--- src/rtl/regfile_pkg.sv ---
// Shared types and helpers for the regfile_nrw register bank and its clear sequencer.
package regfile_pkg;

    typedef enum logic {
        IDLE,
        SWEEP
    } clr_state_t;

    function automatic logic addr_in_range(input logic [31:0] addr, input logic [31:0] depth);
        return addr < depth;
    endfunction

endpackage

--- src/rtl/regfile_clear_seq.sv ---
// Clear sequencer: on a CLR pulse, walks a pointer over every register for DEPTH cycles,
// asserting clr_en with the address to zero each cycle.
module regfile_clear_seq
    import regfile_pkg::*;
#(
    parameter  int DEPTH  = 8,
    localparam int ADDR_W = $clog2(DEPTH)
) (
    input  logic              clk_i,
    input  logic              rst_ni,
    input  logic              clr_i,
    output logic              busy_o,
    output logic              clr_en_o,
    output logic [ADDR_W-1:0] clr_addr_o
);

    clr_state_t        state_q, state_d;
    logic [ADDR_W-1:0] ptr_q, ptr_d;

    // NOTE: state registers use non-blocking assignments so every flop samples pre-edge values.
    always_ff @(posedge clk_i) begin
        if (!rst_ni) begin
            state_q <= IDLE;
            ptr_q   <= '0;
        end else begin
            state_q <= state_d;
            ptr_q   <= ptr_d;
        end
    end

    // NOTE: every output of this block gets a default first so no latch is inferred.
    always_comb begin
        state_d    = state_q;
        ptr_d      = ptr_q;
        busy_o     = 1'b0;
        clr_en_o   = 1'b0;
        clr_addr_o = ptr_q;
        case (state_q)
            IDLE: begin
                if (clr_i) begin
                    state_d = SWEEP;
                    ptr_d   = '0;
                end
            end
            SWEEP: begin
                busy_o   = 1'b1;
                clr_en_o = 1'b1;
                if (ptr_q == ADDR_W'(DEPTH - 1)) begin
                    state_d = IDLE;
                    ptr_d   = '0;
                end else begin
                    ptr_d = ptr_q + 1'b1;
                end
            end
            default: state_d = IDLE;
        endcase
    end

endmodule

--- src/rtl/regfile_nrw.sv ---
// DEPTH x WIDTH register file: one write port, two registered read ports with write bypass,
// and a hardware clear sweep. Define REGFILE_ZERO_REG_EN to hardwire register 0 to zero.
module regfile_nrw
    import regfile_pkg::*;
#(
    parameter  int WIDTH  = 8,
    parameter  int DEPTH  = 8,
    localparam int ADDR_W = $clog2(DEPTH)
) (
    input  logic              CLK,
    input  logic              RESET,
    input  logic              WR_EN,
    input  logic [ADDR_W-1:0] WR_ADDR,
    input  logic [WIDTH-1:0]  WR_DATA,
    output logic              WR_READY,
    input  logic [ADDR_W-1:0] RD_ADDR_A,
    output logic [WIDTH-1:0]  RD_DATA_A,
    input  logic [ADDR_W-1:0] RD_ADDR_B,
    output logic [WIDTH-1:0]  RD_DATA_B,
    input  logic              CLR,
    output logic              BUSY
);

`ifdef REGFILE_ZERO_REG_EN
    localparam bit ZERO_REG = 1'b1;
`else
    localparam bit ZERO_REG = 1'b0;
`endif

    logic                         busy;
    logic                         clr_en;
    logic [ADDR_W-1:0]            clr_addr;
    logic                         wr_fire;
    logic [DEPTH-1:0][WIDTH-1:0]  mem_rd;
    logic [WIDTH-1:0]             rd_a_d, rd_a_q;
    logic [WIDTH-1:0]             rd_b_d, rd_b_q;

    regfile_clear_seq #(.DEPTH(DEPTH)) u_clear_seq (
        .clk_i      (CLK),
        .rst_ni     (RESET),
        .clr_i      (CLR),
        .busy_o     (busy),
        .clr_en_o   (clr_en),
        .clr_addr_o (clr_addr)
    );

    assign BUSY     = busy;
    assign WR_READY = !busy;
    assign wr_fire  = WR_EN && !busy && addr_in_range(32'(WR_ADDR), 32'(DEPTH));

    for (genvar i = 0; i < DEPTH; i++) begin : g_entry
        if (ZERO_REG && i == 0) begin : g_zero
            assign mem_rd[i] = '0;
        end else begin : g_reg
            logic [WIDTH-1:0] entry_q;
            // NOTE: the register array is reset explicitly because reset must zero every entry.
            always_ff @(posedge CLK) begin
                if (!RESET) begin
                    entry_q <= '0;
                end else if (clr_en && clr_addr == ADDR_W'(i)) begin
                    entry_q <= '0;
                end else if (wr_fire && WR_ADDR == ADDR_W'(i)) begin
                    entry_q <= WR_DATA;
                end
            end
            assign mem_rd[i] = entry_q;
        end
    end

    // Value an entry will hold after this edge; writes and sweeps never coincide.
    function automatic logic [WIDTH-1:0] next_rd(input logic [ADDR_W-1:0] addr);
        logic [WIDTH-1:0] val;
        val = '0;
        if (!addr_in_range(32'(addr), 32'(DEPTH)) || (ZERO_REG && addr == '0)) begin
            val = '0;
        end else if (clr_en && clr_addr == addr) begin
            val = '0;
        end else if (wr_fire && WR_ADDR == addr) begin
            val = WR_DATA;
        end else begin
            for (int i = 0; i < DEPTH; i++) begin
                if (addr == ADDR_W'(i)) val = mem_rd[i];
            end
        end
        return val;
    endfunction

    always_comb begin
        rd_a_d = next_rd(RD_ADDR_A);
        rd_b_d = next_rd(RD_ADDR_B);
    end

    always_ff @(posedge CLK) begin
        if (!RESET) begin
            rd_a_q <= '0;
            rd_b_q <= '0;
        end else begin
            rd_a_q <= rd_a_d;
            rd_b_q <= rd_b_d;
        end
    end

    assign RD_DATA_A = rd_a_q;
    assign RD_DATA_B = rd_b_q;

endmodule

--- config.mk ---
export PLATFORM = sky130hd
export DESIGN_NAME = regfile_nrw
export DESIGN_NICKNAME = d
export VERILOG_FILES = /design/src/rtl/regfile_pkg.sv /design/src/rtl/regfile_clear_seq.sv /design/src/rtl/regfile_nrw.sv
export SDC_FILE = /design/constraint.sdc
export NUM_CORES = 1
export LEC_CHECK = 0
export ABC_CLOCK_PERIOD_IN_PS = 2750
export CORE_UTILIZATION = 58
export CTS_CLUSTER_DIAMETER = 120
export DETAILED_ROUTE_END_ITERATION = 10
export PLACE_DENSITY = 0.8
export SLEW_MARGIN = 20
export SYNTH_ARGS = -nofsm -noshare
export SYNTH_HDL_FRONTEND = slang
export SYNTH_SLANG_ARGS = --single-unit
--- constraint.sdc ---
create_clock -name CLK -period 2.75 [get_ports CLK]
set_input_delay 0.4125 -clock CLK [delete_from_list [all_inputs] [get_ports CLK]]
set_output_delay 0.4125 -clock CLK [all_outputs]
set_load 0.005 [all_outputs]
---- Word level (Yosys, flattened, before mapping) ----
Index checks and enable logic that the tools add are counted.
Widths: inputs -> output; s select.
cells by class
  muxes and demuxes ....................... 25
  reduce and logical (&&, ||, !) cells .... 36
  bitwise operators ....................... 2
  add/subtract/negate cells ............... 1
  $mul .................................... 0
  shift-type cells ........................ 0
  equal/unequal tests ..................... 33
  $lt $le $gt $ge ......................... 0
  divide/modulo/power cells ............... 0
operator list
  kind                 number
  $mux 8               18
  $eq 3x3->1 const B   16
  $eq 3x2->1 const B   8
  $logic_and 1x1->1    21
  $reduce_or 2->1      10
  $eq 3x1->1 const B   4
  $eq 3x3->1           4
  $logic_not 3->1      4
  $mux 3               2
  $pmux 3 s2           1
  $add 3x1->3 const B  1
  $mux 1               3
  $ne 2x2->1 const B   1
  $not 1->1            2
  $pmux 1 s2           1
  $logic_not 1->1      1
storage, ports and cells
  bits in latches ......................... 0
  bits of input ports ..................... 21
  register bits after elaboration ......... 84
  output and inout port bits .............. 18
  memory bits (writable) .................. 0
  logic and storage cells ................. 109
  memories ................................ 0
  ROM bits ................................ 0

---- Longest topological paths before layout ----
Gate-level depths: netlist of run 1.
  depth after elaboration ................. 10
  mapped depth ............................ 7
  depth with buffers taken out ............ 5

---- Cells and area by module ----
From an unflattened synthesis of run 1, not the netlist that was laid out.
second synthesis, totals
  cell total of the unflattened synthesis .. 474
  area total of the unflattened synthesis .. 4,483.0 um2
by module, submodules not included
  module             times used  area each (um2)  cells each
  regfile_nrw        1           4,280.4          455
  regfile_clear_seq  1           202.7            19

---- Least setup slack after synthesis of run 1 ----
Ideal clock, no wire load.
  path kind ............................... input -> register
  from .................................... input RD_ADDR_A[2]
  to ...................................... register rd_a_q[4], in the netlist RD_DATA_A[4]
  data required time ...................... 2.607 ns
  library setup time ...................... 0.143 ns
  cell stages on the path ................. 5
  arrival ................................. 1.378 ns
  buffers on the path ..................... 1
  setup slack ............................. 1.229 ns
  path through ............................ buf_6 mux2_4 a221o_1 a22oi_1 a211oi_1
on the way
  word-level cells in the longest chain between the ends .. 10
  elaborated cells between the ends (all ways) .. 22
  classes of those cells .................. eq/ne (9); mux (9); reduce/logical (4)
RTL lines
  element               line               RTL
  from (decl)           regfile_nrw.sv:16  input logic [ADDR_W-1:0] RD_ADDR_A,
  $logic_not 3->1       regfile_nrw.sv:82  if (addr == ADDR_W'(i)) val = mem_rd[i];
  $mux 8 (8 in series)  regfile_nrw.sv:82
  $mux 8                regfile_nrw.sv:78  end else if (wr_fire && WR_ADDR == addr) begin
  to (signal assigned)  regfile_nrw.sv:98  rd_a_q <= rd_a_d;
  to (decl)             regfile_nrw.sv:35  logic [WIDTH-1:0] rd_a_d, rd_a_q;
Several ways; a longest one is shown, not always the timed one.
A chain may end at the register's enable or synchronous reset.

---- Worst setup path after layout of run 1 ----
  from .................................... input RD_ADDR_A[2]
  to ...................................... register rd_a_q[2], in the netlist RD_DATA_A[2]
The elaborated chain is that of the path after synthesis.

==> results of run 1 <==
[worst max-delay path, cell delays in order]
cell and delay [ns]:
clkdlybuf4s50_1 0.70, xnor2_1 0.36, nand4_2 0.50, mux2i_1 0.32, a21oi_1 0.09
[flip-flops by register name (all words and copies together) (netlist names)]
name	flops
g_entry.g_reg.entry_q	64
RD_DATA_A	8
RD_DATA_B	8
u_clear_seq.clr_addr_o	3
u_clear_seq.state_q	1
[report_power, final]
part           switching (mW)  internal (mW)
Combinational           0.214          0.153
Sequential             0.0243           1.24
Clock                   0.430          0.371
Total                   0.669           1.77
[layout by cell type, fill, tap and decap left out, types with 9 or more instances in the layout]
cell / Yosys / routed
nor2_1: 67 / 67
nand3_1: 16 / 16
inv_1: 12 / 12
mux2i_1: 81 / 81
or3_1: 9 / 9
xnor2_1: 9 / 9
o22ai_1: 9 / 9
clkbuf_8: 0 / 11
nand2_1: 39 / 39
buf_4: 7 / 11
nand2b_1: 9 / 9
a21oi_1: 30 / 30
dfxtp_1: 84 / 84
o21ai_0: 26 / 26
clkdlybuf4s50_1: 0 / 38
[cells in the mapped netlist, drive strengths merged (2+ instances only)]
library cell and count:
nor2 68, mux2i 81, inv 13, dfxtp 84, xor2 3, a31oi 5, a221oi 2, a21oi 30
clkbuf 10, nor3b 3, o2111ai 6, or3 9, ha 6, o22ai 9, nand2 39, o31ai 2
nand4b 2, mux4 7, nand3b 3, nor2b 4, nand2b 9, o32ai 6, nand3 17, a211oi 3
buf 32, nor3 6, a221o 2, nand4 2, o21ai 27, and3 3, mux2 2, and2 6
xnor2 9
[stage by stage]
stage / utilization (%) / setup slack (ns)
floorplan: - / 1.23
global placement: 64.8 / 0.360
detailed placement: 64.8 / 0.312
CTS: 67.0 / 0.614
global route: 67.0 / 0.547
finish: 67.0 / 0.608
[area by class of cell]
| type | instances | area [µm²] |
|---|---|---|
| clock buffer | 13 | 159 |
| clock inverter | 2 | 10.0 |
| fill | 639 | 2570 |
| inverter | 13 | 48.8 |
| multi-input combinational | 380 | 2670 |
| sequential | 84 | 1680 |
| tap | 102 | 128 |
| timing repair buffer | 51 | 503 |
[cell families after synthesis]
kind of cell	Yosys count	synth area share, %
AND/OR/NAND/NOR	173	18.0
AO/OA/AOI/OAI	99	13.8
flip-flops	84	35.9
multiplexers	90	21.4
adder cells (fa/ha/maj)	6	1.60
buffers and inverters	55	7.18
XOR/XNOR	12	2.24
[metal layers]
layer / track usage (%) / vias to the layer above
li1: - / 1883
met4: 13.7 / 0
met2: 53.1 / 215
met5: 0 / -
met1: 38.0 / 1970
met3: 7.30 / 41
[final timing paths]
path         slack [ns]                         from                     endpoint
max                0.61                 RD_ADDR_A[2]                 RD_DATA_A[2]
min                0.48  g_entry[0].g_reg.entry_q[4]  g_entry[0].g_reg.entry_q[4]
max reg2reg        0.85          u_clear_seq.state_q  g_entry[2].g_reg.entry_q[5]
min reg2reg        0.48  g_entry[0].g_reg.entry_q[4]  g_entry[0].g_reg.entry_q[4]
==> run summary, run 1 <==
The flow ran to the end, and the final reports show no timing, DRC or antenna violations. Summed over all cells, the static leakage comes to 2.04 nW. The part of the Yosys area used for sequential elements was 35.9%; the worst slew slack as a fraction of its limit was 59.4%.

The tools report the half-perimeter wire length after detailed placement as 9.23 mm. The worst setup skew after layout came out at 0.00406 ns. The total number of yosys warnings came out at 0. The most used flip-flop cell after synthesis is dfxtp_1.

The H-tree was split into 3 levels. The worst setup path is launched from an input port. For the number of routed nets with antenna violations, the log shows 0.

The average instance in the mapped netlist occupies 9.04 µm². At the end of the flow, the number of nets in the layout was 566. The cell depth of the worst flop-to-flop path is 5. Routed length on met1: 5.10 mm. Of the cells placed in the final design, the portion with a size suffix greater than 1 is 8.47%.

The worst hold path was traced through 2 stages. For the pin with the worst max-slew slack, the measured transition is 0.609 ns. After routing, the total negative slack on setup checks comes to 0 ns. The sink count of the clock tree was 84; the initial cell density of the core was 60.4%. The logs give 0 for the number of maximum-capacitance constraint violations and 519 for the synthesized instance count.

The number of flops mapped to enable cells by yosys was 0. Power density relative to cell area: 469 nW/µm². The number of storage elements in the synthesis netlist was 84; the iteration-0 DRC count of the detailed router was 365. The final non-filler cell total was 645; the final instance area was 5200 µm². For this design, the CTS-stage hold fixing added 0 buffers. The tightest hold margin is 0.482 ns, and the final clock period utilization by the worst path is 77.9%. The shortest clock period the worst path allows after layout was 2.14 ns. At the worst endpoint, the required time is 3.00 ns.

The final RePlAce weighted congestion came out at 0.892. The number of hold violations in the final report is 0, and the die width is 91.9 µm. In this run the core area contains 32 standard-cell rows. Start-to-end type of the worst setup path: in -> reg. The worst hold path belongs to the class reg -> reg. The number of different library cells used by synthesis comes to 54.

The number of antenna diodes in the final layout is 0. For this run the aggregate overflow at the end of global routing stands at 0. In this run the deepest clock path goes through 2 buffers.

The die is 91.9 µm tall. The number of gates resized after cts was 0. The netlist area before placement was 4690 µm²; the latest clock arrival within the worst-skew pair was 0.36 ns.

The pin count of the biggest net entering global routing came out at 37. The worst setup path is captured at a flip-flop. Summed over all layers, the routed wires come to 12.8 mm. The final-report max-slew violation count is 0. Signal routing reaches up to met4. The routed design uses 6.34 mm of met2 wire. The first global-routing pass estimated 20.4 mm of wire. Clock tree synthesis selected as its root buffer the cell clkbuf_8. At the worst endpoint, the arrival time is 2.39 ns.

Maximum VDD drop: 0.250 mV. 39 I/O pins were placed. In the routed layout, each cell is associated on average with a via count of 6.37. Number of global-route vias before repair: 4098.

After clock tree synthesis, the setup repair step added 0 buffers. The routed length per placed instance is 19.9 µm. Setup repair after global routing left no endpoint under its margin. The synthesized design devotes to its leading area cell type 35.9% of total area.

The highest net fanout along the worst path works out to 16. Buffers placed on the I/O ports in this run total 38. The number of antenna violations at the first check in global routing was 0; the cell total after placement was 630. TritonCTS built the clock tree.

The region available for standard cell placement spans 7770 µm². Synthesis produced a netlist with a net count of 546. The area of the die came out at 8450 µm². Relative to the synthesized area, the layout overhead comes to 10.9%. Global-route total usage across every layer: 31.4%.

Summed over all instances, the cell type with the most area after synthesis is dfxtp_1. For the total number of vias, the log shows 4109. After clock tree synthesis, the clock-pin slew on the worst setup and hold paths is 0.08 ns. Met3 wire length: 963 µm.

In the routed design, unresolved DRC markers number 0. TritonCTS created 9 clock buffers. Overall power consumption after layout is estimated at 2.44 mW. For the length of the first detailed-routing pass in iterations, the log shows 5. The fraction of registers with async set or reset after synthesis is 0%, and the post-detailed-placement cell area is 5030 µm².

Number of setup violations in the final report: 0. Based on the critical path, the design can be clocked at up to 467 MHz. In the post-synthesis netlist, the biggest area contributors are dfxtp_1, mux2i_1, nor2_1.
Note: power is estimated with default switching activity, not from simulation.
==> inputs of run 2 (changes only) <==
Settings changed: ABC_CLOCK_PERIOD_IN_PS 2750 to 2000.
Clock period 2.75 ns to 2 ns, I/O delays scaled along.
==> run 2 against run 1 <==
  * Global-route usage is 1.2 points higher
  * Sequential power is 38% higher
  * Worst setup slack worse by 0.40 ns
  * Highest routed layer unchanged
  * Via count is 1.9% higher
  * Sequential share of layout area is 1.4 points lower
  * Non-clock buffer count is 19 higher
  * Utilization is 3.1 points higher
  * Worst hold slack better by 0.0099 ns
  * Register-to-register slack worse by 0.49 ns
  * Clock skew is 0.0065 ns higher
  * Critical path type is now reg -> out
==> run summary, run 2 (same netlist as run 1, synthesis figures left out) <==
The flow ran to the end, and the final reports show no timing, DRC or antenna violations. TritonCTS built the clock tree. The sink count of the clock tree is 84 (unchanged), and the global-route total usage across every layer is 32.6% (was 31.4%).

For the total core area, the log shows 7770 µm² (unchanged). The shortest clock period the worst path allows after layout is 1.79 ns. The global-route met1 utilization is 36.9% (was 38.0%).

The tools report the top-level I/O count as 39 (unchanged). The register-to-register path setup slack was 0.36 ns (was 0.85 ns). The cell depth of the worst flop-to-flop path was 6 (was 5). Die width: 91.9 µm (unchanged).

The logs give 397 (was 365) for the iteration-0 DRC count of the detailed router and 0.37 ns (was 0.36 ns) for the latest clock arrival within the worst-skew pair. The relative area change from synthesis to final layout is 16.0% (was 10.9%). For the met3 track demand over resource in global routing, the log shows 7.30% (unchanged).

The number of maximum-capacitance constraint violations is 0 (unchanged). The pin count of the biggest net entering global routing is 37 (unchanged), and the chip height is 91.9 µm (unchanged). Start-to-end type of the worst setup path: reg -> out (was in -> reg). The setup slack after placement is -0.0615 ns (was 0.312 ns), and the post-detailed-placement cell area is 5230 µm² (was 5030 µm²). For the number of setup violations in the final report, the log shows 0 (unchanged). Launching point of the worst reg2reg path: u_clear_seq.state_q (unchanged). The overall routed net length was 13.2 mm (was 12.8 mm).

The tools report the category of the worst setup path launch point as a flip-flop (was an input port). The count of input and output buffers was 38 (unchanged); the remaining routing DRC violations was 0 (unchanged). The tools report the critical register-to-register path endpoint as g_entry[0].g_reg.entry_q[6] (was g_entry[2].g_reg.entry_q[5]). The tools report the final sum of negative setup slack as 0 ns (unchanged). The antenna cell count was 0 (unchanged). The tools report the post-route core utilization as 70.0% (was 67.0%). The tools report the wire length of the first global-routing pass as 21.0 mm (was 20.4 mm). Setup repair after global routing left no endpoint under its margin. The transition time at the pin with the least slew margin came out at 0.567 ns (was 0.609 ns). Class of the tightest hold or removal check: reg -> reg (unchanged). The biggest cell delay along the critical path is 0.54 ns (was 0.70 ns). The run gives 0.334 mV (was 0.250 mV) as the maximum VDD drop. Clock slew seen by the registers of the worst setup and hold paths: 0.09 ns (was 0.08 ns). The logs give 0 (unchanged) for the number of hold violations in the final report and 4222 (was 4098) for the number of global-route vias before repair. The arrival time of the worst setup path came out at 1.49 ns (was 2.39 ns). The number of cell rows is 32 (unchanged).

The data required time at the worst endpoint came out at 1.70 ns (was 3.00 ns). The total design power was 3.63 mW (was 2.44 mW). The standard cell with the maximum stage delay on the critical path was dfxtp_2 (was clkdlybuf4s50_1). The proportion of layout cells with a drive suffix above 1 came out at 11.9% (was 8.47%). The initial cell density of the core was 60.4% (unchanged); the global routing met2 resource utilization was 57.8% (was 53.1%).

The nature of the critical path endpoint was an output pin (was a flip-flop). The tools report the number of buffers created by CTS as 9 (unchanged). Number of routed nets with antenna violations: 0 (unchanged). For the final-report max-slew violation count, the log shows 0 (unchanged). The most congested layer reported by global routing is met2 (unchanged).

The run gives 0.0106 ns (was 0.00406 ns) as the worst setup skew after layout. Worst-case setup margin in the final layout: 0.211 ns (was 0.608 ns). Commonest cells after routing, fill and taps aside: dfxtp_1, mux2i_1, nor2_1, nand2_1, clkdlybuf4s50_1 (unchanged).

The leakage power of the design was 2.16 nW (was 2.04 nW). For the half-perimeter wire length after detailed placement, the log shows 9.52 mm (was 9.23 mm). The via density per instance was 6.32 (was 6.37). The tools report the sink of the worst hold path as g_entry[0].g_reg.entry_q[3] (was g_entry[0].g_reg.entry_q[4]).

Worst path cell trace: inv_2, clkdlybuf4s50_1 (was clkdlybuf4s50_1, xnor2_1, nand4_2, mux2i_1, a21oi_1). The final-stage net count is 585 (was 566). The root cell of the clock tree is clkbuf_8 (unchanged). The most common cell after layout, fill and taps aside was dfxtp_1 (unchanged).

The tools report the total congestion overflow as 0 (unchanged). The routed length per placed instance was 19.9 µm (about the same); the final RePlAce weighted congestion was 0.950 (was 0.892). The CTS H-tree depth was 3 (unchanged).

The number of instances on the worst hold path is 2 (unchanged). The final clock period utilization by the worst path is 89.5%. The run gives 5440 µm² (was 5200 µm²) as the final instance area.

The flip-flop count of the largest register, all copies and words added was 64 (unchanged); the length of the first detailed-routing pass in iterations was 5 (unchanged). The number of antenna violations at the first check in global routing is 0 (unchanged), and the total number of vias is 4189 (was 4109). For the worst slew slack as a fraction of its limit, the log shows 62.1% (was 59.4%).

Largest register by flop count: g_entry.g_reg.entry_q (unchanged). Based on the critical path, the design can be clocked at up to 559 MHz. The maximum buffer depth of the clock tree was 2 (unchanged); the highest net fanout along the worst path was 18 (was 16). The area of the die is 8450 µm² (unchanged), and the power density relative to cell area is 667 nW/µm² (was 469 nW/µm²). The startpoint of the most critical hold path is g_entry[0].g_reg.entry_q[3] (was g_entry[0].g_reg.entry_q[4]).
-- run 2: changes by cell type in the layout (fill, tap and decap cells not counted), moves of 2 or more --
cell	previous run	this run
bufinv_16	0	2
clkinv_2	2	0
buf_4	11	26
clkinvlp_4	0	2
buf_12	2	6
clkbuf_1	2	0
-- run 2: repair_timing --
item | in CTS | in global routing
endpoints found under the setup margin | 2 | 0
gates resized for setup | 1 | 0
hold buffers | 0 | 0
hold endpoints to repair | 0 | 0
setup buffers | 0 | 0
-- run 2: layout make-up --
cell class	instances	area, µm²
clock buffers	10	138
clock inverters	4	75.1
fillers	613	2330
inverters	13	48.8
multi-input cells	380	2670
flip-flops and latches	84	1680
well taps	102	128
repair buffers	70	696
-- run 2: power breakdown --
group	switching, mW	internal, mW
sequential	0.0363	1.71
combinational	0.297	0.239
clock	0.621	0.724
-- run 2: routing by layer --
metal	share of wire (%)	wire length [µm]	up-vias
met2	51	6670	207
met5	0	0	-
met4	3.9	514	0
met1	37	4930	2012
met3	8.1	1070	53
li1	-	-	1917
-- run 2: per-stage QoR --
stage | hold WS, ns | instances
2_1_floorplan | 0.426 | 519
3_3_place_gp | 0.461 | 649
3_5_place_dp | 0.482 | 649
4_1_cts | 0.494 | 663
5_1_grt | 0.520 | 663
6_report | 0.492 | 663
-- run 2: critical path: cells and delay by family, from the launching register on --
| family | cells | cell delay, ns |
|---|---|---|
| flip-flops | 1 | 0.54 |
| buffers and inverters | 2 | 0.58 |
-- run 2: worst max path at each step --
stage / start / endpoint / slack [ns]
CTS: u_clear_seq.state_q / WR_READY / 0.21
finish: u_clear_seq.state_q / WR_READY / 0.21
detailed placement: WR_ADDR[0] / g_entry[0].g_reg.entry_q[6] / -0.06
global placement: WR_ADDR[0] / g_entry[0].g_reg.entry_q[0] / -0.004
floorplan: RD_ADDR_A[2] / RD_DATA_A[4] / 0.59
global route: u_clear_seq.state_q / WR_READY / 0.15
==> inputs of run 3 (changes only) <==
Settings changed: CORE_ASPECT_RATIO from default to 0.75.
==> run 3 against run 2 <==
  * Register-to-register slack gained 0.06 ns
  * Non-clock buffer count did not move
  * Sequential cell count unchanged
  * Global-route usage rose by 0.97 points
  * Die area barely moved
  * Maximum frequency fell by 2.1%
  * Utilization rose by 2.2 points
  * Routed wire length rose by 2.4%
  * Critical endpoint is now RD_DATA_B[3]
  * Largest power group unchanged
  * Highest routed layer unchanged
==> run summary, run 3 (same netlist as run 1, synthesis figures left out) <==
The flow ran to the end, and the final reports show no timing, DRC or antenna violations. The highest net fanout along the worst path was 17 (was 18). The relative area change from synthesis to final layout is 16.5% (was 16.0%), and the cell total after placement is 648 (was 649). The maximum VDD drop is 0.544 mV (was 0.334 mV).

The area of the die came out at 8450 µm² (about the same). The tools report the critical register-to-register path endpoint as g_entry[5].g_reg.entry_q[6] (was g_entry[0].g_reg.entry_q[6]). For the arrival time of the worst setup path, the log shows 2.12 ns (was 1.49 ns). The chip height is 79.9 µm (was 91.9 µm). The tightest hold margin came out at 0.488 ns (was 0.492 ns). For the final-stage net count, the log shows 585 (unchanged). The overall routed net length is 13.5 mm (was 13.2 mm), and the routed length per placed instance is 20.3 µm (was 19.9 µm). The logs give 0 (unchanged) for the number of antenna violations at the first check in global routing and 0 (unchanged) for the total congestion overflow. The transition time at the pin with the least slew margin works out to 0.562 ns (was 0.567 ns).

The iteration-0 DRC count of the detailed router was 421 (was 397); the antenna cell count was 0 (unchanged). The global-route total usage across every layer is 33.6% (was 32.6%), and the maximum buffer depth of the clock tree is 2 (unchanged). The tools report the worst setup path endpoint as RD_DATA_B[3] (was WR_READY).

The timing-limited maximum frequency was 547 MHz (was 559 MHz); the worst setup skew after layout was 0.0100 ns (was 0.0106 ns). The length of the first detailed-routing pass in iterations is 5 (unchanged), and the number of hold violations in the final report is 0 (unchanged). The shortest clock period the worst path allows after layout is 1.83 ns (was 1.79 ns). Class of the tightest hold or removal check: reg -> reg (unchanged).

The latest clock arrival within the worst-skew pair is 0.37 ns (about the same), and the number of buffers created by CTS is 9 (unchanged). The tools report the final instance area as 5460 µm² (was 5440 µm²). Launching point of the worst reg2reg path: u_clear_seq.state_q (unchanged). The run gives 0 (unchanged) as the remaining routing DRC violations.

The sink count of the clock tree is 84 (unchanged), and the worst slew slack as a fraction of its limit is 62.4% (was 62.1%). The tools report the number of routed nets with antenna violations as 0 (unchanged). The number of maximum-capacitance constraint violations is 0 (unchanged). The clock slew seen by the registers of the worst setup and hold paths is 0.09 ns (about the same). Commonest cells after routing, fill and taps aside: dfxtp_1, mux2i_1, nor2_1, nand2_1, clkdlybuf4s50_1 (unchanged). Pin count of the biggest net entering global routing: 34 (was 37). The worst setup path startpoint is RD_ADDR_B[0] (was u_clear_seq.state_q). Die width: 106 µm (was 91.9 µm).

The logs give 3 (unchanged) for the CTS H-tree depth and 2.29 ns (was 1.70 ns) for the data required time at the worst endpoint. Number of hold buffers added after CTS: 0 (unchanged). Worst path cell trace: clkdlybuf4s50_1, buf_12, buf_4, and2_1, a221oi_1, o22ai_1, a31oi_1 (was inv_2, clkdlybuf4s50_1).

TritonCTS built the clock tree. The proportion of layout cells with a drive suffix above 1 is 12.1% (was 11.9%). The number of setup violations in the final report is 0 (unchanged), and the count of input and output buffers is 38 (unchanged). The power density relative to cell area works out to 656 nW/µm² (was 667 nW/µm²). Biggest cell delay along the critical path: 0.44 ns (was 0.54 ns).

The total number of vias was 4211 (was 4189). The tools report the post-route core utilization as 72.2% (was 70.0%). The largest register by flop count was g_entry.g_reg.entry_q (unchanged).

The run gives 21.1 mm (was 21.0 mm) as the wire length of the first global-routing pass. The start-to-end type of the worst setup path was in -> reg (was reg -> out). The category of the worst setup path launch point is an input port (was a flip-flop). Most common cell after layout, fill and taps aside: dfxtp_1 (unchanged).

Setup repair after global routing left no endpoint under its margin. The logs give 5250 µm² (was 5230 µm²) for the post-detailed-placement cell area and 2.18 nW (was 2.16 nW) for the leakage power of the design. The via density per instance is 6.34 (was 6.32), and the final RePlAce weighted congestion is 0.978 (was 0.950).

The cell depth of the worst flop-to-flop path was 5 (was 6). The standard cell with the maximum stage delay on the critical path was clkdlybuf4s50_1 (was dfxtp_2). The final-report max-slew violation count is 0 (unchanged). Number of cell rows: 27 (was 32). Root cell of the clock tree: clkbuf_8 (unchanged). The final non-filler cell total is 664 (was 663), and the final clock period utilization by the worst path is 91.4% (was 89.5%). The nature of the critical path endpoint was a flip-flop (was an output pin). The number of inserted filler cells in the final layout was 591 (was 613). The half-perimeter wire length after detailed placement is 9.74 mm (was 9.52 mm), and the register-to-register path setup slack is 0.42 ns (was 0.36 ns). The total core area is 7570 µm² (was 7770 µm²), and the number of global-route vias before repair is 3909 (was 4222). Initial cell density of the core: 62.0% (was 60.4%).

The flip-flop count of the largest register, all copies and words added works out to 64 (unchanged). The top-level I/O count came out at 39 (unchanged).
[run 3: cell types whose count changed in the layout (fill, tap and decap cells not counted)]
cell	delta
clkinv_2	+1
clkbuf_1	+1
buf_4	-2
bufinv_16	-1
clkinvlp_4	-2
clkbuf_8	+2
buf_12	+2
clkinv_4	+1
[run 3: stage by stage]
step,power [mW],TNS [ns],setup slack (ns)
finish,3.59,0,0.173
global route,3.72,0,0.147
CTS,3.59,0,0.173
detailed placement,2.32,-0.147,-0.127
global placement,2.30,-0.129,-0.0676
floorplan,2.11,0,0.591
[run 3: how the worst min path moves through the flow]
stage                                      startpoint                          end  cells past startpoint
after floorplan                                   CLR          u_clear_seq.state_q                      2
after global placement    g_entry[0].g_reg.entry_q[6]  g_entry[0].g_reg.entry_q[6]                      2
after detailed placement  g_entry[0].g_reg.entry_q[4]  g_entry[0].g_reg.entry_q[4]                      2
after CTS                 g_entry[0].g_reg.entry_q[4]  g_entry[0].g_reg.entry_q[4]                      2
after global routing      g_entry[0].g_reg.entry_q[6]  g_entry[0].g_reg.entry_q[6]                      2
final                     g_entry[0].g_reg.entry_q[0]  g_entry[0].g_reg.entry_q[0]                      2
[run 3: where the power goes]
group,leakage (nW),switching (mW),internal [mW],total (mW)
Clock,0.110,0.608,0.680,1.29
Sequential,0.680,0.0346,1.71,1.75
Combinational,1.39,0.309,0.242,0.551
[run 3: routing by layer]
layer,global-route usage [%],up-vias,wire [µm]
li1,-,1918,-
met1,42.9,1983,5470
met2,54.0,269,5990
met3,9.06,41,1640
met4,13.9,0,398
met5,0,-,0
[run 3: worst max-delay path: cells and delay by family]
family | cells | cell delay [ns]
buf+inv | 3 | 0.80
compound gates | 3 | 0.80
simple gates | 1 | 0.20
[run 3: repair_timing]
item	CTS	global route
resized for setup	1	0
endpoints found under the setup margin	2	0
buffers inserted	0	0
[run 3: area by class of cell]
cell class                 count  area [µm²]  share of cell area, %
clock buffer                  13         169                   3.09
clock inverter                 3        43.8                  0.802
inverter                      13        48.8                  0.893
multi-input combinational    380        2670                   48.9
sequential                    84        1680                   30.8
tap                          101         126                   2.31
timing repair buffer          70         721                   13.2
